### src/rtl/cic_ctrl_pkg.sv
// cic_ctrl_pkg: shared state encoding, default widths and counter-width helper for cic_decimator_ctrl
package cic_ctrl_pkg;
  typedef enum logic [1:0] {S_IDLE, S_FLUSH, S_SETTLE, S_RUN} state_t;
  localparam int DEF_DATA_WIDTH     = 16;
  localparam int DEF_PRESCALE_WIDTH = 8;
  localparam int DEF_FLUSH_CYCLES   = 4;
  localparam int DEF_SETTLE_SAMPLES = 3;
  localparam int DEF_COUNT_WIDTH    = 16;
  function automatic int cnt_width(input int n);
    return (n < 2) ? 1 : $clog2(n);
  endfunction
endpackage

### src/rtl/cic_enable_strobe.sv
// cic_enable_strobe: prescaled enable strobe (clk, rst, i_load latches i_prescale, i_run counts, o_enabled strobe)
module cic_enable_strobe import cic_ctrl_pkg::*; #(
  parameter int PRESCALE_WIDTH = DEF_PRESCALE_WIDTH
) (
  input  logic                      clk,
  input  logic                      rst,
  input  logic                      i_load,
  input  logic                      i_run,
  input  logic [PRESCALE_WIDTH-1:0] i_prescale,
  output logic                      o_enabled
);
  logic [PRESCALE_WIDTH-1:0] r_prescale;
  logic [PRESCALE_WIDTH-1:0] r_cnt;
  always_ff @(posedge clk) begin
    if (rst) begin
      r_prescale <= '0;
      r_cnt      <= '0;
    end else begin
      if (i_load) r_prescale <= i_prescale;
      r_cnt <= (!i_run || r_cnt == r_prescale) ? '0 : r_cnt + 1'b1;
    end
  end
  assign o_enabled = i_run && (r_cnt == '0);
endmodule

### src/rtl/cic_decimator_ctrl.sv
// cic_decimator_ctrl: sequences a cic_decimator (flush, settle, run) and forwards settled samples over valid/ready
module cic_decimator_ctrl import cic_ctrl_pkg::*; #(
  parameter int DATA_WIDTH     = DEF_DATA_WIDTH,
  parameter int PRESCALE_WIDTH = DEF_PRESCALE_WIDTH,
  parameter int FLUSH_CYCLES   = DEF_FLUSH_CYCLES,
  parameter int SETTLE_SAMPLES = DEF_SETTLE_SAMPLES,
  parameter int COUNT_WIDTH    = DEF_COUNT_WIDTH
) (
  input  logic                      clk,
  input  logic                      rst,
  input  logic                      cfg_start,
  input  logic                      cfg_stop,
  input  logic [PRESCALE_WIDTH-1:0] cfg_prescale,
  output logic                      dec_rst_n,
  output logic                      dec_enabled,
  input  logic                      dec_clk_transfer,
  input  logic [DATA_WIDTH-1:0]     dec_data,
  output logic                      m_valid,
  input  logic                      m_ready,
  output logic [DATA_WIDTH-1:0]     m_data,
  output logic                      busy,
  output logic                      overrun,
  output logic [COUNT_WIDTH-1:0]    sample_count
);
  localparam int FW = cnt_width(FLUSH_CYCLES);
  localparam int SW = cnt_width(SETTLE_SAMPLES);
  localparam logic [FW-1:0] FLUSH_LAST  = FW'(FLUSH_CYCLES - 1);
  localparam logic [SW-1:0] SETTLE_LAST = SW'(SETTLE_SAMPLES - 1);
  state_t                  r_state;
  logic [FW-1:0]           r_flush_cnt;
  logic [SW-1:0]           r_settle_cnt;
  logic                    r_en_d1;
  logic                    r_valid;
  logic                    r_overrun;
  logic [DATA_WIDTH-1:0]   r_data;
  logic [COUNT_WIDTH-1:0]  r_count;
  logic                    w_active;
  logic                    w_start;
  logic                    w_evt;
  logic                    w_run_evt;
  logic                    w_take;
  assign w_active  = (r_state == S_SETTLE) || (r_state == S_RUN);
  assign w_start   = (r_state == S_IDLE) && cfg_start && !cfg_stop;
  assign w_evt     = w_active && r_en_d1 && dec_clk_transfer;
  assign w_run_evt = w_evt && (r_state == S_RUN);
  assign w_take    = w_run_evt && (!r_valid || m_ready);
  cic_enable_strobe #(.PRESCALE_WIDTH(PRESCALE_WIDTH)) u_strobe (
    .clk       (clk),
    .rst       (rst),
    .i_load    (w_start),
    .i_run     (w_active),
    .i_prescale(cfg_prescale),
    .o_enabled (dec_enabled)
  );
  always_ff @(posedge clk) begin
    if (rst) begin
      r_state      <= S_IDLE;
      r_flush_cnt  <= '0;
      r_settle_cnt <= '0;
      r_en_d1      <= 1'b0;
      r_valid      <= 1'b0;
      r_overrun    <= 1'b0;
      r_data       <= '0;
      r_count      <= '0;
    end else if (cfg_stop && r_state != S_IDLE) begin
      r_state <= S_IDLE;
      r_valid <= 1'b0;
      r_en_d1 <= 1'b0;
    end else begin
      r_en_d1 <= dec_enabled;
      if (w_start) begin
        r_state     <= S_FLUSH;
        r_flush_cnt <= '0;
        r_overrun   <= 1'b0;
        r_count     <= '0;
      end
      if (r_state == S_FLUSH) begin
        r_flush_cnt <= r_flush_cnt + 1'b1;
        if (r_flush_cnt == FLUSH_LAST) begin
          r_state      <= S_SETTLE;
          r_settle_cnt <= '0;
        end
      end
      if (r_state == S_SETTLE && w_evt) begin
        r_settle_cnt <= r_settle_cnt + 1'b1;
        if (r_settle_cnt == SETTLE_LAST) r_state <= S_RUN;
      end
      if (w_take) begin
        r_data  <= dec_data;
        r_valid <= 1'b1;
        r_count <= r_count + 1'b1;
      end else if (r_valid && m_ready) begin
        r_valid <= 1'b0;
      end
      if (w_run_evt && r_valid && !m_ready) r_overrun <= 1'b1;
    end
  end
  assign dec_rst_n    = w_active;
  assign busy         = (r_state != S_IDLE);
  assign m_valid      = r_valid;
  assign m_data       = r_data;
  assign overrun      = r_overrun;
  assign sample_count = r_count;
endmodule

### config.mk
export PLATFORM = sky130hd
export DESIGN_NAME = cic_decimator_ctrl
export DESIGN_NICKNAME = d
export VERILOG_FILES = /design/src/rtl/cic_ctrl_pkg.sv /design/src/rtl/cic_enable_strobe.sv /design/src/rtl/cic_decimator_ctrl.sv
export SDC_FILE = /design/constraint.sdc
export NUM_CORES = 1
export LEC_CHECK = 0
export ABC_AREA = 0
export CORE_ASPECT_RATIO = 0.9
export CORE_MARGIN = 4
export CORE_UTILIZATION = 40
export CTS_BUF_LIST = sky130_fd_sc_hd__clkbuf_16
export CTS_CLUSTER_DIAMETER = 120
export DETAILED_ROUTE_END_ITERATION = 10
export PLACE_DENSITY = 0.76
export SYNTH_ARGS = -nofsm -noshare
export SYNTH_HDL_FRONTEND = slang
export SYNTH_SLANG_ARGS = --single-unit
### constraint.sdc
create_clock -name clk -period 5 [get_ports clk]
set_clock_uncertainty 0.15 [all_clocks]
set_input_delay 1 -clock clk [delete_from_list [all_inputs] [get_ports clk]]
set_output_delay 1 -clock clk [all_outputs]
set_load 0.005 [all_outputs]
==> impl_metrics.py <==
metrics = {
    "worst_setup_path": {
        "rr_worst_depth": 4,
        "start_kind": "primary input",
        "crit_buf_inv": 1,
        "reg2reg_from": "r_state[1]$_SDFF_PP0_",
        "required_ns": 5.09,
        "crit_arrival_ns": 3.52,
        "cp_num_cells": 5,
        "criticalPathCategory": "primary input to flop",
        "worst_path_largest_cell_delay_ns": 0.72,
        "timing.rr.end": "sample_count[10]$_SDFFE_PP0P_",
        "crit_path_end_kind": "flop",
        "cp_max_fo": 29,
        "path_cells": "clkdlybuf4s50_1 > nor4b_4 > a31oi_2 > or4_1 > a21oi_1",
        "cp_top_family": "simple AND/OR/NAND/NOR gates",
        "cp_slowest_cell": "nor4b_4",
        "reg2reg_slack_ns": 2.48,
    },
    "floorplanning": {
        "core_area_sq_um": 5860,
        "ios": 67,
        "fp.dieH_um": 82.7,
        "dieWidth_um": 91.0,
        "std_cell_rows": 26,
        "start_util_pct": 42.4,
        "die_area_sq_um": 7530,
    },
    "drt": {
        "vias": 2173,
        "met2WireLength_mm": 2.62,
        "drc": 0,
        "route.met3.wl_um": 431,
        "antenna_left": 0,
        "dr.max_layer_used": "met4",
        "routed_wl_mm": 5.85,
        "wl_per_cell_um": 14.1,
        "first_pass_iters": 4,
        "first_iter_violations": 59,
        "m1WireLength_mm": 2.71,
        "vias_per_cell": 5.25,
    },
    "power_and_ir_drop": {
        "comb_power_share_pct": 5.5,
        "p_per_area_nw_per_um2": 301,
        "p_total_mw": 1.03,
        "peakVddDrop_v": 0.000215,
        "p_switching_mw": 0.217,
        "power_frac_clock_pct": 49.2,
        "leakage_nw": 1.16,
        "p_sw_share_pct": 21.2,
        "p_seq_share_pct": 45.2,
        "internal-power_mw": 0.808,
    },
    "cells_and_area": {
        "syn_to_final_growth_pct": 37.5,
        "fillers": 534,
        "final_cells": 414,
        "final_nets": 377,
        "num_antenna_cells": 0,
        "fin_area_sq_um": 3410,
        "drive_gt1_share_pct": 4.36,
        "layout_commonest_cell": "clkdlybuf4s50_1",
        "layout_common_cells": "clkdlybuf4s50_1, dfxtp_1, nor2_1",
    },
    "timing": {
        "hold_viol_final": 0,
        "setup_viol": 0,
        "slew_viol_final": 0,
        "slew_headroom_pct": 23.2,
        "rsz0062_at_grt": "no",
        "tns_ns": 0,
        "max_freq_mhz": 292,
        "fin_crit_ns": 3.43,
        "fin_crit_sh_pct": 68.6,
        "worstMarginPinSlew_ns": 1.15,
    },
    "global_route": {
        "grt_pass1_wl_mm": 9.77,
        "grt_use_total_pct": 16.6,
        "grt_max_degree": 37,
        "globalRoute.totalOverflow": 0,
        "first_global_vias": 2158,
        "antenna_found_initial": 0,
    },
    "place": {
        "dp_hpwl_mm": 4.10,
        "io_buffers": 66,
        "dpl.cell_count": 401,
        "place_congestion": 0.804,
        "post_dp_cell_area_sq_um": 3170,
    },
    "cts": {
        "clkTransAtPathRegs_ns": 0.05,
        "cts_tree": "yes",
        "clockBufferDepth": 2,
        "insertion_delay_ns": 0.32,
        "cts_buffers": 9,
        "cts_hold_buf": 0,
        "ctsResizeCount": 0,
        "ctsHtreeMaxLevel": 3,
        "cts_setup_buffers": 0,
        "cts.sinks": 57,
        "root_buffer": "clkbuf_16",
    },
    "synthesis": {
        "async_flop_share_pct": 0,
        "synth_enable_flop_cells": 0,
        "syn-num-nets": 315,
        "avgSynthCellArea_sq_um": 8.87,
        "syn_inst": 280,
        "synth_warnings": 0,
        "syn-cell-area_sq_um": 2480,
        "yosysSeqAreaShare_pct": 46.0,
        "yosys.cell_types.count": 37,
        "synth-seq-cells": 57,
        "synth-main-ff-cell": "dfxtp_1",
    },
    "worst_hold_path": {
        "hold_depth": 2,
        "hold_path_class": "flop to flop",
        "hp-start": "u_strobe.r_prescale[2]$_SDFFE_PP0P_",
        "hold_end": "u_strobe.r_prescale[2]$_SDFFE_PP0P_",
    },
    "outcome": {
        "status": "complete, no violations",
    },
    "flow_run": {
        "maxCapViolCount": 0,
    },
}
-- cells in the mapped netlist, drive strengths merged, types with 3 or more instances --
master / number / area, sq um
a21oi: 25 / 125
and3: 4 / 25.0
and4: 4 / 35.0
buf: 5 / 30.0
clkbuf: 11 / 41.3
dfxtp: 57 / 1140
ha: 5 / 62.6
inv: 7 / 26.3
mux2i: 18 / 180
nand2: 29 / 109
nand3: 9 / 45.0
nand3b: 3 / 22.5
nand4: 4 / 25.0
nor2: 33 / 124
nor3: 4 / 20.0
nor4: 4 / 25.0
o21ai: 6 / 30.0
o31ai: 7 / 52.6
or2: 3 / 18.8
or3: 4 / 25.0
or4: 9 / 67.6
xnor2: 10 / 87.6
xor2: 4 / 35.0
-- per-layer routing --
| layer | global-route usage [%] | vias to the layer above |
|---|---|---|
| met3 | 8.06 | 8 |
| met2 | 26.7 | 51 |
| met4 | 7.23 | 0 |
| met1 | 18.8 | 1007 |
| met5 | 0 | - |
| li1 | - | 1107 |
-- worst register-to-register path: stages (launching register included) --
cell	delay, ns
dfxtp_1	0.42
nor4b_4	0.67
a31oi_2	0.38
or4_1	0.66
a21oi_1	0.17
-- worst max path at each step --
stage,from,endpoint
global placement,cfg_stop,sample_count[15]$_SDFFE_PP0P_
CTS,cfg_stop,sample_count[10]$_SDFFE_PP0P_
global route,cfg_stop,sample_count[10]$_SDFFE_PP0P_
finish,cfg_stop,sample_count[10]$_SDFFE_PP0P_
detailed placement,cfg_stop,sample_count[10]$_SDFFE_PP0P_
floorplan,cfg_stop,sample_count[10]$_SDFFE_PP0P_
-- cells by family after synthesis --
| group | after synthesis | synth area share (%) |
|---|---|---|
| compound gates | 48 | 11.5 |
| xor+xnor | 14 | 4.94 |
| mux | 18 | 7.26 |
| flops | 57 | 46.0 |
| simple gates | 115 | 23.9 |
| buf+inv | 23 | 3.93 |
| fa+ha+maj | 5 | 2.52 |
-- power groups by stage --
stage,Clock (mW),Sequential (mW),Combinational [mW]
after detailed placement,0,0.473,0.0570
final,0.505,0.464,0.0568
after global placement,0,0.472,0.0555
after CTS,0.514,0.464,0.0573
after floorplan,0,0.471,0.0278
after global routing,0.539,0.464,0.0626
-- stage by stage --
step	setup WS, ns	utilization [%]	hold slack, ns
after detailed placement	1.26	54.2	0.313
after global placement	1.43	54.2	0.307
final	1.57	58.3	0.316
after global routing	1.42	58.3	0.344
after floorplan	2.48	-	0.294
after CTS	1.59	58.3	0.319
-- state kept, by name (all words and copies together) (netlist names) --
name	cells
r_en_d1	1
u_strobe.r_prescale	8
sample_count	16
m_data	16
r_flush_cnt	2
r_state	2
r_settle_cnt	2
overrun	1
m_valid	1
u_strobe.r_cnt	8
-- final cells by class --
class	instances	area, sq um	area share, %
Inverter	7	26.3	0.770
Multi-Input combinational cell	200	1250	36.6
Timing Repair Buffer	67	668	19.6
Sequential cell	57	1140	33.4
Clock inverter	4	15.0	0.440
Tap cell	70	87.6	2.57
Clock buffer	9	225	6.60
(Power assumes the default switching activity.)
==> RTL edit, RTL diff (same settings) <==
The package constant `DEF_DATA_WIDTH` goes from 16 to 12.
--- a/src/rtl/cic_ctrl_pkg.sv
+++ b/src/rtl/cic_ctrl_pkg.sv
@@ -1,7 +1,7 @@
 // cic_ctrl_pkg: shared state encoding, default widths and counter-width helper for cic_decimator_ctrl
 package cic_ctrl_pkg;
   typedef enum logic [1:0] {S_IDLE, S_FLUSH, S_SETTLE, S_RUN} state_t;
-  localparam int DEF_DATA_WIDTH     = 16;
+  localparam int DEF_DATA_WIDTH     = 12;
   localparam int DEF_PRESCALE_WIDTH = 8;
   localparam int DEF_FLUSH_CYCLES   = 4;
   localparam int DEF_SETTLE_SAMPLES = 3;
Ports: changed (resized dec_data and m_data); port bits go from 67 to 59. No check against the original RTL was run, so the function may have changed too.
==> RTL edit against the original RTL <==
  * Synthesized area fell by 3.5%
  * Final area shrank 7.1%
  * Wire length down 6.1%
  * Power fell by 16%
  * Clock power shrank 25%
  * Worst setup slack better by 0.32 ns
  * Sequential cell count down 4
  * Critical path type unchanged
==> RTL edit: results (changes against the original RTL) <==
Result of the run: complete, no violations (unchanged). The data arrival time of the worst path was 3.18 ns (was 3.52 ns). The number of non-filler instances in the completed layout is 390 (was 414).

The net count after synthesis came out at 296 (was 315). The combined global-route utilization of all metal layers is 0.155 (was 0.166). The number of vias per cell came to 5.29 (was 5.25). The sequential cell area fraction in the yosys report is 0.443 (was 0.460). The post-cts repair resize count is 0 (unchanged).

The initial DRC count is 109 (was 59). The maximum vdd ir drop came out at 0.156 mV (was 0.215 mV). The clock transition at the register clock pins on the worst setup and hold paths after CTS came out at 0.07 ns (was 0.05 ns). The clock network latency to the later pin of the worst-skew pair came out at 0.29 ns (was 0.32 ns). The final weighted congestion in routability-driven placement is 0.763 (was 0.804). Top cells by area in the synthesized netlist: dfxtp_1 (44%), a21oi_1 (5.8%), mux2i_1 (5.4%) (was dfxtp_1 (46%), mux2i_1 (7.3%), a21oi_1 (5.0%)). The slew at the pin closest to its max-slew limit came to 0.838 ns (was 1.15 ns). The number of global-route vias before repair is 1936 (was 2158). The total of warnings raised by yosys was 0 (unchanged). The length in cells of the worst reg-to-reg path came out at 4 (unchanged). The global-route wire length before repair is 8.92 mm (was 9.77 mm). The critical register-to-register path endpoint was m_data[7] (was sample_count[10]). The parity-gate share of the synthesized area counting xor and xnor cells came out at 0.0548 (was 0.0494). The layout cell share with drive strength beyond 1 was 0.0625 (was 0.0436).

The switching power is 173 uW (was 217 uW). The half-perimeter wire length after detailed placement is 3.97 mm (was 4.10 mm). Commonest cells post-synth: dfxtp_1 (53), a21oi_1 (28), nor2_1 (28), nand2_1 (24), mux2i_1 (13) (was dfxtp_1 (57), nor2_1 (33), nand2_1 (29), a21oi_1 (25), mux2i_1 (18)).

The leakage dissipation came to 0.00104 uW (was 0.00116 uW). The register with the most flip-flops in the layout has 16 of them. The largest driver fanout on the critical path was 18 (was 29). The number of nets in the final layout is 351 (was 377). The met2 usage is 0.246 (was 0.267).

The met1 layer usage reported by global route is 0.200 (was 0.188). The standard cell area after detailed placement is 0.00301 sq mm (was 0.00317 sq mm). The largest net degree at the start of global routing came out at 31 (was 37).

The critical path's slowest cell is clkdlybuf4s50_1 (was nor4b_4). The peak per-stage delay on the critical path is 0.64 ns (was 0.72 ns). The multiplexer share of the synthesized area came to 0.0543 (was 0.0726). The cell count after synthesis came out at 265 (was 280). The instance count after placement with tap cells included was 383 (was 401). The minimum setup slack among reg-to-reg paths came out at 2.79 ns (was 2.48 ns).

The number of levels in the clock H-tree is 2 (was 3). The timing startpoint of the critical path was cfg_stop (unchanged). The number of fill cells came out at 525 (was 534). The clock root buffer was clkbuf_16 (unchanged). The total clock buffers created by CTS was 5 (was 9).

The count of TritonRoute iterations in the first routing pass came out at 4 (unchanged). The adder-cell share of the synthesized area came out at 0.0261 (was 0.0252). The number of buffer cells added on primary ports is 58 (was 66). The met3 routing resource usage after global routing came to 0.0522 (was 0.0806). The detail-routed net length per standard cell came out at 14.1 um (about the same). The share of the synthesized area in compound gates (AO/OA/AOI/OAI) is 0.132 (was 0.115). The capture point of the critical path is sample_count[14] (was sample_count[10]). The path type of the worst min-delay path is reg2reg (unchanged).
[RTL edit: cell count changes after synthesis, moves of 3 or more]
| cell | delta |
|---|---|
| nor2_1 | -5 |
| clkbuf_1 | -5 |
| nand2_1 | -5 |
| mux2i_1 | -5 |
| a21oi_1 | +3 |
| dfxtp_1 | -4 |
| nand4_1 | +3 |
[RTL edit: worst max-delay path: cells and delay by family]
kind / cells / cell delay, ns
simple gates: 2 / 0.95
buf+inv: 2 / 0.87
compound gates: 2 / 0.36
[RTL edit: logic make-up (layout without fill, tap and decap cells)]
kind of cell / after synthesis / in the layout
xor gates and xnor gates: 15 / 15
DFF: 53 / 53
and+or+nand+nor: 109 / 109
buffers and inverters: 20 / 75
AOI/OAI and AO/OA: 50 / 50
adders and majority gates: 5 / 5
muxes: 13 / 13
[RTL edit: power groups by stage]
stage               clock (uW)  sequential, uW  combinational [uW]
floorplan                    0             438                26.9
finish                     379             431                51.1
CTS                        388             430                51.9
detailed placement           0             440                51.8
global placement             0             440                51.0
global route               400             431                56.4
[RTL edit: worst min-delay path by stage]
stage,startpoint,endpoint,cells past startpoint
finish,u_strobe.r_prescale[2],u_strobe.r_prescale[2],2
global route,u_strobe.r_prescale[1],u_strobe.r_prescale[1],2
CTS,u_strobe.r_prescale[2],u_strobe.r_prescale[2],2
detailed placement,u_strobe.r_prescale[2],u_strobe.r_prescale[2],2
global placement,r_flush_cnt[0],r_flush_cnt[0],2
floorplan,r_flush_cnt[0],r_flush_cnt[0],2
[RTL edit: through the flow]
step,setup slack (ns),hold WS (ns)
3_3_place_gp,1.66,0.303
5_1_grt,1.73,0.344
3_5_place_dp,1.58,0.316
6_report,1.89,0.323
2_1_floorplan,2.48,0.294
4_1_cts,1.90,0.326
[RTL edit: cell type report]
| class | instances | area [sq um] | area share |
|---|---|---|---|
| Multi-Input combinational cell | 192 | 1230 | 0.390 |
| Sequential cell | 53 | 1060 | 0.335 |
| Timing Repair Buffer | 60 | 596 | 0.188 |
| Clock buffer | 5 | 125 | 0.0395 |
| Tap cell | 70 | 87.6 | 0.0276 |
| Clock inverter | 2 | 35.0 | 0.0111 |
| Inverter | 8 | 30.0 | 0.00947 |
[RTL edit: metal layers]
layer / up-vias / routed length [um] / part of all wire
li1: 1049 / - / -
met1: 954 / 2530 / 0.46
met2: 54 / 2510 / 0.46
met3: 8 / 369 / 0.067
met4: 0 / 87 / 0.016
met5: - / 0 / 0
